### config.mk
export PLATFORM = sky130hd
export DESIGN_NAME = reg_writeback_flat
export DESIGN_NICKNAME = d
export VERILOG_FILES = /design/src/rtl/reg_writeback_pkg.sv /design/src/rtl/reg_writeback_if.sv /design/src/rtl/reg_writeback_buffer.sv /design/src/rtl/reg_writeback.sv /design/src/flat_wrapper.sv
export SDC_FILE = /design/constraint.sdc
export NUM_CORES = 1
export LEC_CHECK = 0
export CORE_UTILIZATION = 30
export CTS_BUF_LIST = sky130_fd_sc_hd__clkbuf_16
export CTS_CLUSTER_DIAMETER = 60
export DETAILED_ROUTE_END_ITERATION = 8
export GPL_TIMING_DRIVEN = 0
export PLACE_DENSITY_LB_ADDON = 0.2
export SLEW_MARGIN = 5
export SYNTH_ARGS = -nofsm -noshare
export SYNTH_HDL_FRONTEND = slang
export SYNTH_HIERARCHICAL = 1
export SYNTH_SLANG_ARGS = --single-unit
### constraint.sdc
create_clock -name clk -period 5.2 [get_ports clk]
set_clock_uncertainty 0.1 [all_clocks]
set_input_delay 0.78 -clock clk [delete_from_list [all_inputs] [get_ports clk]]
set_output_delay 0.78 -clock clk [all_outputs]
set_load 0.005 [all_outputs]
### src/rtl/reg_writeback_pkg.sv
// Shared types for the register write-back slice: destination selector and
// memory write buffer states.
package types;

    typedef enum logic [4:0] {
        REG_A,
        REG_B,
        REG_TEMPA,
        REG_TEMPB,
        REG_XL,
        REG_XH,
        REG_XP,
        REG_YL,
        REG_YH,
        REG_YP,
        REG_SPL,
        REG_SPH,
        REG_MX,
        REG_MY,
        REG_MSP,
        REG_MN,
        REG_ALU,
        REG_IMM,
        REG_HARDCODED_1
    } reg_type;

    typedef enum logic {
        BUF_IDLE,
        BUF_PEND
    } buf_state_t;

    function automatic logic is_mem_dest(reg_type d);
        return (d == REG_MX) || (d == REG_MY) || (d == REG_MSP) || (d == REG_MN);
    endfunction

    function automatic logic is_x_dest(reg_type d);
        return (d == REG_XL) || (d == REG_XH) || (d == REG_XP);
    endfunction

    function automatic logic is_y_dest(reg_type d);
        return (d == REG_YL) || (d == REG_YH) || (d == REG_YP);
    endfunction

    function automatic logic is_sp_dest(reg_type d);
        return (d == REG_SPL) || (d == REG_SPH);
    endfunction

endpackage

### src/rtl/reg_writeback_if.sv
// Single-beat RAM write bus with a ready handshake.
interface reg_writeback_if;

    logic        mem_write_en;
    logic [11:0] mem_write_addr;
    logic [3:0]  mem_write_data;
    logic        mem_ready;

    modport master (
        output mem_write_en,
        output mem_write_addr,
        output mem_write_data,
        input  mem_ready
    );

    modport slave (
        input  mem_write_en,
        input  mem_write_addr,
        input  mem_write_data,
        output mem_ready
    );

endinterface

### src/rtl/reg_writeback_buffer.sv
// Single-entry buffered RAM write: holds one request until mem_ready accepts it.
module mem_write_buffer
    import types::*;
(
    input  logic                     clk,
    input  logic                     reset,
    input  logic                     capture,
    input  logic [11:0]              capture_addr,
    input  logic [3:0]               capture_data,
    output logic                     stall,
    reg_writeback_if.master          mem
);

    buf_state_t  state, state_next;
    logic [11:0] addr_reg;
    logic [3:0]  data_reg;

    always_ff @(posedge clk) begin
        if (reset) begin
            state    <= BUF_IDLE;
            addr_reg <= '0;
            data_reg <= '0;
        end else begin
            state <= state_next;
            if (capture) begin
                addr_reg <= capture_addr;
                data_reg <= capture_data;
            end
        end
    end

    // A capture can only arrive when not stalled, so it may overlap a completion.
    always_comb begin
        state_next = state;
        unique case (state)
            BUF_IDLE: if (capture) state_next = BUF_PEND;
            BUF_PEND: if (mem.mem_ready && !capture) state_next = BUF_IDLE;
            default:  state_next = BUF_IDLE;
        endcase
    end

    assign mem.mem_write_en   = (state == BUF_PEND);
    assign mem.mem_write_addr = addr_reg;
    assign mem.mem_write_data = data_reg;
    assign stall              = (state == BUF_PEND) && !mem.mem_ready;

endmodule

### src/rtl/reg_writeback.sv
// Architectural register file write-back: register loads, index/SP adjusts and
// buffered memory-destination writes.
module reg_writeback
    import types::*;
(
    input  logic            clk,
    input  logic            reset,
    input  logic            write_en,
    input  reg_type         dest,
    input  logic [3:0]      data,
    input  logic [3:0]      immed,
    input  logic            x_inc,
    input  logic            y_inc,
    input  logic            sp_inc,
    input  logic            sp_dec,
    output logic [3:0]      a,
    output logic [3:0]      b,
    output logic [3:0]      temp_a,
    output logic [3:0]      temp_b,
    output logic [11:0]     x,
    output logic [11:0]     y,
    output logic [7:0]      sp,
    output logic            stall,
    reg_writeback_if.master mem
);

    logic        accept;
    logic        wr_x, wr_y, wr_sp;
    logic        capture;
    logic [11:0] capture_addr;

    assign accept  = write_en && !stall;
    assign wr_x    = write_en && is_x_dest(dest);
    assign wr_y    = write_en && is_y_dest(dest);
    assign wr_sp   = write_en && is_sp_dest(dest);
    assign capture = accept && is_mem_dest(dest);

    // Address uses the pre-adjust register values of this cycle.
    always_comb begin
        capture_addr = '0;
        case (dest)
            REG_MX:  capture_addr = x;
            REG_MY:  capture_addr = y;
            REG_MSP: capture_addr = {4'h0, sp};
            REG_MN:  capture_addr = {8'h00, immed};
            default: capture_addr = '0;
        endcase
    end

    always_ff @(posedge clk) begin
        if (reset) begin
            a      <= '0;
            b      <= '0;
            temp_a <= '0;
            temp_b <= '0;
            x      <= '0;
            y      <= '0;
            sp     <= '0;
        end else if (!stall) begin
            // An explicit write to a register suppresses its adjust this cycle.
            if (x_inc && !wr_x) x[7:0] <= x[7:0] + 8'd1;
            if (y_inc && !wr_y) y[7:0] <= y[7:0] + 8'd1;
            if (!wr_sp && sp_inc && !sp_dec) sp <= sp + 8'd1;
            if (!wr_sp && sp_dec && !sp_inc) sp <= sp - 8'd1;
            if (write_en) begin
                case (dest)
                    REG_A:     a       <= data;
                    REG_B:     b       <= data;
                    REG_TEMPA: temp_a  <= data;
                    REG_TEMPB: temp_b  <= data;
                    REG_XL:    x[3:0]  <= data;
                    REG_XH:    x[7:4]  <= data;
                    REG_XP:    x[11:8] <= data;
                    REG_YL:    y[3:0]  <= data;
                    REG_YH:    y[7:4]  <= data;
                    REG_YP:    y[11:8] <= data;
                    REG_SPL:   sp[3:0] <= data;
                    REG_SPH:   sp[7:4] <= data;
                    default:   ;
                endcase
            end
        end
    end

    mem_write_buffer u_buf (
        .clk          (clk),
        .reset        (reset),
        .capture      (capture),
        .capture_addr (capture_addr),
        .capture_data (data),
        .stall        (stall),
        .mem          (mem)
    );

endmodule

### src/flat_wrapper.sv
// flat-port wrapper written by rule: the top's interface ports become plain ports
module reg_writeback_flat import types::*;
  (clk, reset, write_en, dest, data, immed, x_inc, y_inc, sp_inc, sp_dec, a, b, temp_a, temp_b, x, y, sp, stall, mem_mem_write_en, mem_mem_write_addr, mem_mem_write_data, mem_mem_ready);
  reg_writeback_if mem_i ();
  input  logic clk;
  input  logic reset;
  input  logic write_en;
  input  reg_type dest;
  input  logic [3:0] data;
  input  logic [3:0] immed;
  input  logic x_inc;
  input  logic y_inc;
  input  logic sp_inc;
  input  logic sp_dec;
  output logic [3:0] a;
  output logic [3:0] b;
  output logic [3:0] temp_a;
  output logic [3:0] temp_b;
  output logic [11:0] x;
  output logic [11:0] y;
  output logic [7:0] sp;
  output logic stall;
  output wire logic [$bits(mem_i.mem_write_en)-1:0] mem_mem_write_en;
  output wire logic [$bits(mem_i.mem_write_addr)-1:0] mem_mem_write_addr;
  output wire logic [$bits(mem_i.mem_write_data)-1:0] mem_mem_write_data;
  input wire logic [$bits(mem_i.mem_ready)-1:0] mem_mem_ready;
  assign mem_mem_write_en = mem_i.mem_write_en;
  assign mem_mem_write_addr = mem_i.mem_write_addr;
  assign mem_mem_write_data = mem_i.mem_write_data;
  assign mem_i.mem_ready = mem_mem_ready;
  reg_writeback u_core (.clk(clk), .reset(reset), .write_en(write_en), .dest(dest), .data(data), .immed(immed), .x_inc(x_inc), .y_inc(y_inc), .sp_inc(sp_inc), .sp_dec(sp_dec), .a(a), .b(b), .temp_a(temp_a), .temp_b(temp_b), .x(x), .y(y), .sp(sp), .stall(stall), .mem(mem_i));
endmodule
Word-level counts from Yosys, hierarchy flattened
Cells that the tools add are included.
{"block": "op_classes", "add_sub_neg": 4, "eq_ne": 15, "n_mux": 17, "bitwise_logic": 2, "n_reduce_logical": 36}
{"operator": "$mux W8", "n": 7}
{"operator": "$pmux W12 S4", "n": 1}
{"operator": "$eq A5 B4 Y1 const B", "n": 8}
{"operator": "$add A8 B1 Y8 const B", "n": 3}
{"operator": "$mux W4", "n": 6}
{"operator": "$eq A5 B3 Y1 const B", "n": 4}
{"operator": "$reduce_and A3 Y1", "n": 6}
{"operator": "$logic_and A1 B1 Y1", "n": 13}
{"operator": "$eq A5 B2 Y1 const B", "n": 2}
{"operator": "$logic_not A1 Y1", "n": 8}
{"operator": "$logic_or A1 B1 Y1", "n": 8}
{"operator": "$sub A8 B1 Y8 const B", "n": 1}
{"operator": "$eq A5 B1 Y1 const B", "n": 1}
{"operator": "$logic_not A5 Y1", "n": 1}
{"operator": "$mux W1", "n": 2}
{"operator": "$not A1 Y1", "n": 2}
{"operator": "$pmux W1 S2", "n": 1}
{"block": "totals", "ff_bits": 65, "inputBits": 21, "elab_cells": 86}

Longest topological paths before layout
{"block": "depth", "word_depth": 10, "mapped_depth": 9, "ltp_nobuf": 7}

Cells and area by module
The synthesis kept the hierarchy.
{"mod": "reg_writeback", "n_inst": 1, "cells_per_inst": 368, "area_per_inst_um2": 2995.4, "seq_area_each_um2": 960.9}
{"mod": "mem_write_buffer", "n_inst": 1, "cells_per_inst": 55, "area_per_inst_um2": 618.1, "seq_area_each_um2": 340.3}

Least setup slack after synthesis
OpenSTA, ideal clock, no wires.
{"block": "synth_timing", "path_kind": "input -> register", "from": "in mem_mem_ready", "to": "reg u_core.u_buf.state, in the netlist u_core/u_buf/mem.mem_write_en", "setup_time_ns": 0.115, "arrival_ns": 2.316, "slack_ns": 2.668, "cell_stages": 8, "path_buffers": 5, "cell_sequence": "nor2b_1 clkbuf_1 clkbuf_1 clkbuf_1 nor3b_1 buf_6 buf_12 o21ba_2"}
{"block": "synth_via", "elab_chain_len": 9}
{"element": "start, declared", "line": "flat_wrapper.sv:26", "text": "input wire logic [$bits(mem_i.mem_ready)-1:0] mem_mem_ready;"}
{"element": "$logic_not A1 Y1 *", "line": "reg_writeback_buffer.sv:45", "text": "assign stall = (state == BUF_PEND) && !mem.mem_ready;"}
{"element": "$logic_and A1 B1 Y1 *", "line": "reg_writeback_buffer.sv:45"}
{"element": "$logic_not A1 Y1 *"}
{"element": "$logic_and A1 B1 Y1 *", "line": "reg_writeback.sv:32", "text": "assign accept = write_en && !stall;"}
{"element": "$logic_and A1 B1 Y1 *", "line": "reg_writeback.sv:36", "text": "assign capture = accept && is_mem_dest(dest);"}
{"element": "via u_core.capture", "line": "reg_writeback.sv:29", "text": "logic capture;"}
{"element": "$logic_not A1 Y1", "line": "reg_writeback_buffer.sv:37", "text": "BUF_PEND: if (mem.mem_ready && !capture) state_next = BUF_IDLE;"}
{"element": "$logic_and A1 B1 Y1", "line": "reg_writeback_buffer.sv:37"}
{"element": "$mux W1", "line": "reg_writeback_buffer.sv:37"}
{"element": "$pmux W1 S2 *", "line": "reg_writeback_buffer.sv:35", "text": "unique case (state)"}
{"element": "end signal, assigned", "line": "reg_writeback_buffer.sv:24", "text": "state <= state_next;"}
{"element": "end, declared", "line": "reg_writeback_buffer.sv:14", "text": "buf_state_t state, state_next;"}
The timed path passes the listed nets; every way through them passes the cells marked *.
A chain may end at the register's enable or synchronous reset.

Final worst setup path
{"block": "layout_timing", "from": "in mem_mem_ready", "to": "reg u_core.u_buf.data_reg[2], in the netlist u_core/u_buf/mem.mem_write_data[2]"}
{"block": "layout_via", "elab_chain_len": 5}
{"element": "$logic_not A1 Y1", "line": "reg_writeback_buffer.sv:45"}
{"element": "$logic_and A1 B1 Y1", "line": "reg_writeback_buffer.sv:45"}
{"element": "$logic_not A1 Y1"}
{"element": "$logic_and A1 B1 Y1", "line": "reg_writeback.sv:32"}
{"element": "$logic_and A1 B1 Y1", "line": "reg_writeback.sv:36"}
{"element": "via u_core.capture", "line": "reg_writeback.sv:29"}
{"element": "end signal, assigned", "line": "reg_writeback_buffer.sv:27", "text": "data_reg <= capture_data;"}
{"element": "end, declared", "line": "reg_writeback_buffer.sv:16", "text": "logic [3:0] data_reg;"}
The timed path passes the listed nets, and every way through them passes these cells.

==> flow_summary.yaml <==
status:
  status: "finished, violations left"
  failed_checks: "DRC"
yosys:
  netlist_area_sq_mm: 0.00361
  ys_top_cells_by_count: "nor2_1, dfxtp_1, mux2i_1"
  synth_xor_area_share_pct: 0
  yosys.area_share.simple_pct: 25.6
  yosysMostFrequentCell: "nor2_1"
  synth_top_family_by_area: "simple AND/OR/NAND/NOR gates"
  syn-num-nets: 448
  syn_avg_cell_area_sq_um: 8.54
  synth_largest_area_cell: "dfxtp_1"
  yosysSeqAreaShare_pct: 36.0
  synth.distinct_cells: 55
  synth_cells: 423
  yosys-top-cells-area: "dfxtp_1, mux2i_1, nor2_1"
  synth_edf_count: 0
  yosys-mux-area-fraction_pct: 17.9
  synth_seq_cells: 65
  synthArstFlopShare_pct: 0
  yosys.area_share.adder_pct: 1.39
  synth-warning-count: 6
  synth_flop_cell: "dfxtp_1"
  synth_compound_area_share_pct: 13.9
  yosysTopAreaCellShare_pct: 36.0
global_routing:
  grt_max_degree: 13
  antenna_found_initial: 0
  grt_use_total_pct: 19.9
  grt_pass1_wl_mm: 19.4
  grt_pass1_vias: 3564
  overflow: 0
floorplan:
  rows: 39
  ios: 87
  initial_core_util_pct: 31.2
  die_height_um: 112
  die_w_um: 112
  core_sq_mm: 0.0116
  floorplan.die_area_sq_mm: 0.0125
detailed_routing:
  vias_per_cell: 5.52
  via_count: 3684
  drtIter0Drc: 332
  dr.pass1.iters: 8
  wl_per_cell_um: 18.2
  drc_errors: 7
  routed_wl_mm: 12.1
  ant_nets: 0
worst_setup_path:
  end_kind: "register"
  slowest_stage: "clkbuf_1"
  crit_type: "primary input to register"
  cp.required_ps: 5310
  crit_chain: "clkdlybuf4s50_1 > nor2b_1 > clkbuf_1 > clkbuf_1 > clkbuf_1 > nor3b_1 > buf_6 > buf_12 > mux2i_1 > nor2_1"
  arrival_ps: 3540
  cp-start-kind: "primary input"
  crit_top_cell: "clkbuf_1"
  slowest_delay_ps: 560
  crit_fanout: 10
sta:
  finalSetupViolCount: 0
  worstMarginPinSlew_ps: 884
  period_share_pct: 65.8
  max_freq_mhz: 292
  finalHoldViolCount: 0
  final_max_slew_viol_count: 0
  rsz0062_at_grt: "false"
  setup_slack_ps: 1780
  min_period_ps: 3420
  setup_tns_ps: 0
  relSlewSlack_pct: 40.6
power:
  leakagePower_nw: 1.70
  ir_drop_mv: 0.163
  p_per_area_mw_per_mm2: 275
  fin_total_pwr_mw: 1.36
cells_and_area:
  drive_gt1_share_pct: 8.02
  nets: 544
  area_growth_pct: 37.4
  finalInstanceArea_sq_mm: 0.00496
  fin_cells: 667
  n_fill_cell: 1152
  n_antenna_cell: 0
cts:
  cts_hold_buf: 0
  cts_root_buf: "clkbuf_16"
  cts_made_buffers: 9
  clkLatencyLatePin_ps: 320
  clock_sinks: 65
  cts-htree-levels: 3
  cts.path.max_buffers: 2
  cts.reportedPaths.clkPinSlew_ps: 60
  cts_tree: "yes"
  postCtsSetupRepairBufs: 0
  cts_resized: 0
placed_design:
  dp_slack_ps: 1510
  port_buffers: 85
  dp.cells: 651
  dp_hpwl_mm: 8.82
  routabilityCongestion: 0.909
  place_area_sq_mm: 0.00464
job:
  maxCapViolations: 0
min_path:
  hold_class: "register to register"
[final cells by class]
| class | instances | area, sq um | share of cell area, % |
|---|---|---|---|
| Multi-Input combinational cell | 316 | 2120 | 42.8 |
| Sequential cell | 65 | 1300 | 26.2 |
| Timing Repair Buffer | 85 | 851 | 17.1 |
| Clock buffer | 9 | 225 | 4.54 |
| Tap cell | 143 | 179 | 3.60 |
| Buffer | 31 | 149 | 3.00 |
| Clock inverter | 7 | 95.1 | 1.92 |
| Inverter | 11 | 41.3 | 0.832 |
[cell families after synthesis]
logic type,count (synthesis)
AND/OR/NAND/NOR,180
buffers and inverters,42
multiplexers,59
flip-flops,65
adder cells (fa/ha/maj),4
AO/OA/AOI/OAI,73
[layout by cell type (no fill, tap or decap), drive strengths merged, types with 2 or more instances in the layout]
master / count
clkdlybuf4s50: 85
nor2: 67
dfxtp: 65
mux2i: 51
clkbuf: 30
a21oi: 22
nand2: 22
nand3: 17
nor3: 17
a22oi: 13
inv: 13
nor2b: 11
buf: 10
a31oi: 8
o21ai: 8
or3: 6
nand3b: 5
nand2b: 5
or4: 5
mux4: 4
nor4: 4
mux2: 4
a2111oi: 4
o32ai: 4
ha: 4
nand4: 3
clkinv: 3
or2: 3
bufinv: 2
nor4b: 2
and4bb: 2
and3: 2
a32oi: 2
o221a: 2
nand4b: 2
and2: 2
nand4bb: 2
[power breakdown]
group	switching [mW]	leakage, nW	internal, mW	total (mW)
Sequential	0.0214	0.526	0.512	0.533
Clock	0.230	0.161	0.420	0.650
Combinational	0.0914	1.02	0.0881	0.180
Total	0.343	1.70	1.02	1.36
[path summary, 6_finish.rpt]
| kind | from | end | slack, ps | cells after the start |
|---|---|---|---|---|
| max reg2reg | u_core/u_buf/mem.mem_write_en | u_core/u_buf/mem.mem_write_data[2] | 2280 | 9 |
| min reg2reg | u_core/u_buf/mem.mem_write_addr[8] | u_core/u_buf/mem.mem_write_addr[8] | 400 | 2 |
| min | u_core/u_buf/mem.mem_write_addr[8] | u_core/u_buf/mem.mem_write_addr[8] | 400 | 2 |
| max | mem_mem_ready | u_core/u_buf/mem.mem_write_data[2] | 1780 | 10 |
[registers in the layout (all words and copies together), names as in the netlist]
| signal | flops |
|---|---|
| u_core/a | 4 |
| u_core/b | 4 |
| u_core/sp | 8 |
| u_core/temp_a | 4 |
| u_core/temp_b | 4 |
| u_core/u_buf/mem.mem_write_addr | 12 |
| u_core/u_buf/mem.mem_write_data | 4 |
| u_core/u_buf/mem.mem_write_en | 1 |
| u_core/x | 12 |
| u_core/y | 12 |
[critical path, delay by kind of cell]
kind | cells | cell delay (ps)
buf+inv | 6 | 2210
mux | 1 | 160
simple gates | 3 | 380
[layer usage]
metal | global-route usage (%) | vias up | share of wire (%)
met1 | 27.4 | 1761 | 46
met5 | 0 | - | 0
met2 | 30.8 | 172 | 46
met4 | 4.86 | 0 | 0.71
li1 | - | 1735 | -
met3 | 5.06 | 16 | 7.9
[through the flow]
| stage | hold slack, ps | util (%) |
|---|---|---|
| final | 399 | 42.9 |
| after global routing | 427 | 42.9 |
| after CTS | 400 | 42.9 |
| after detailed placement | 383 | 40.1 |
| after global placement | 382 | 40.1 |
| after floorplan | 385 | - |
Note: power is estimated with default switching activity, not from simulation.
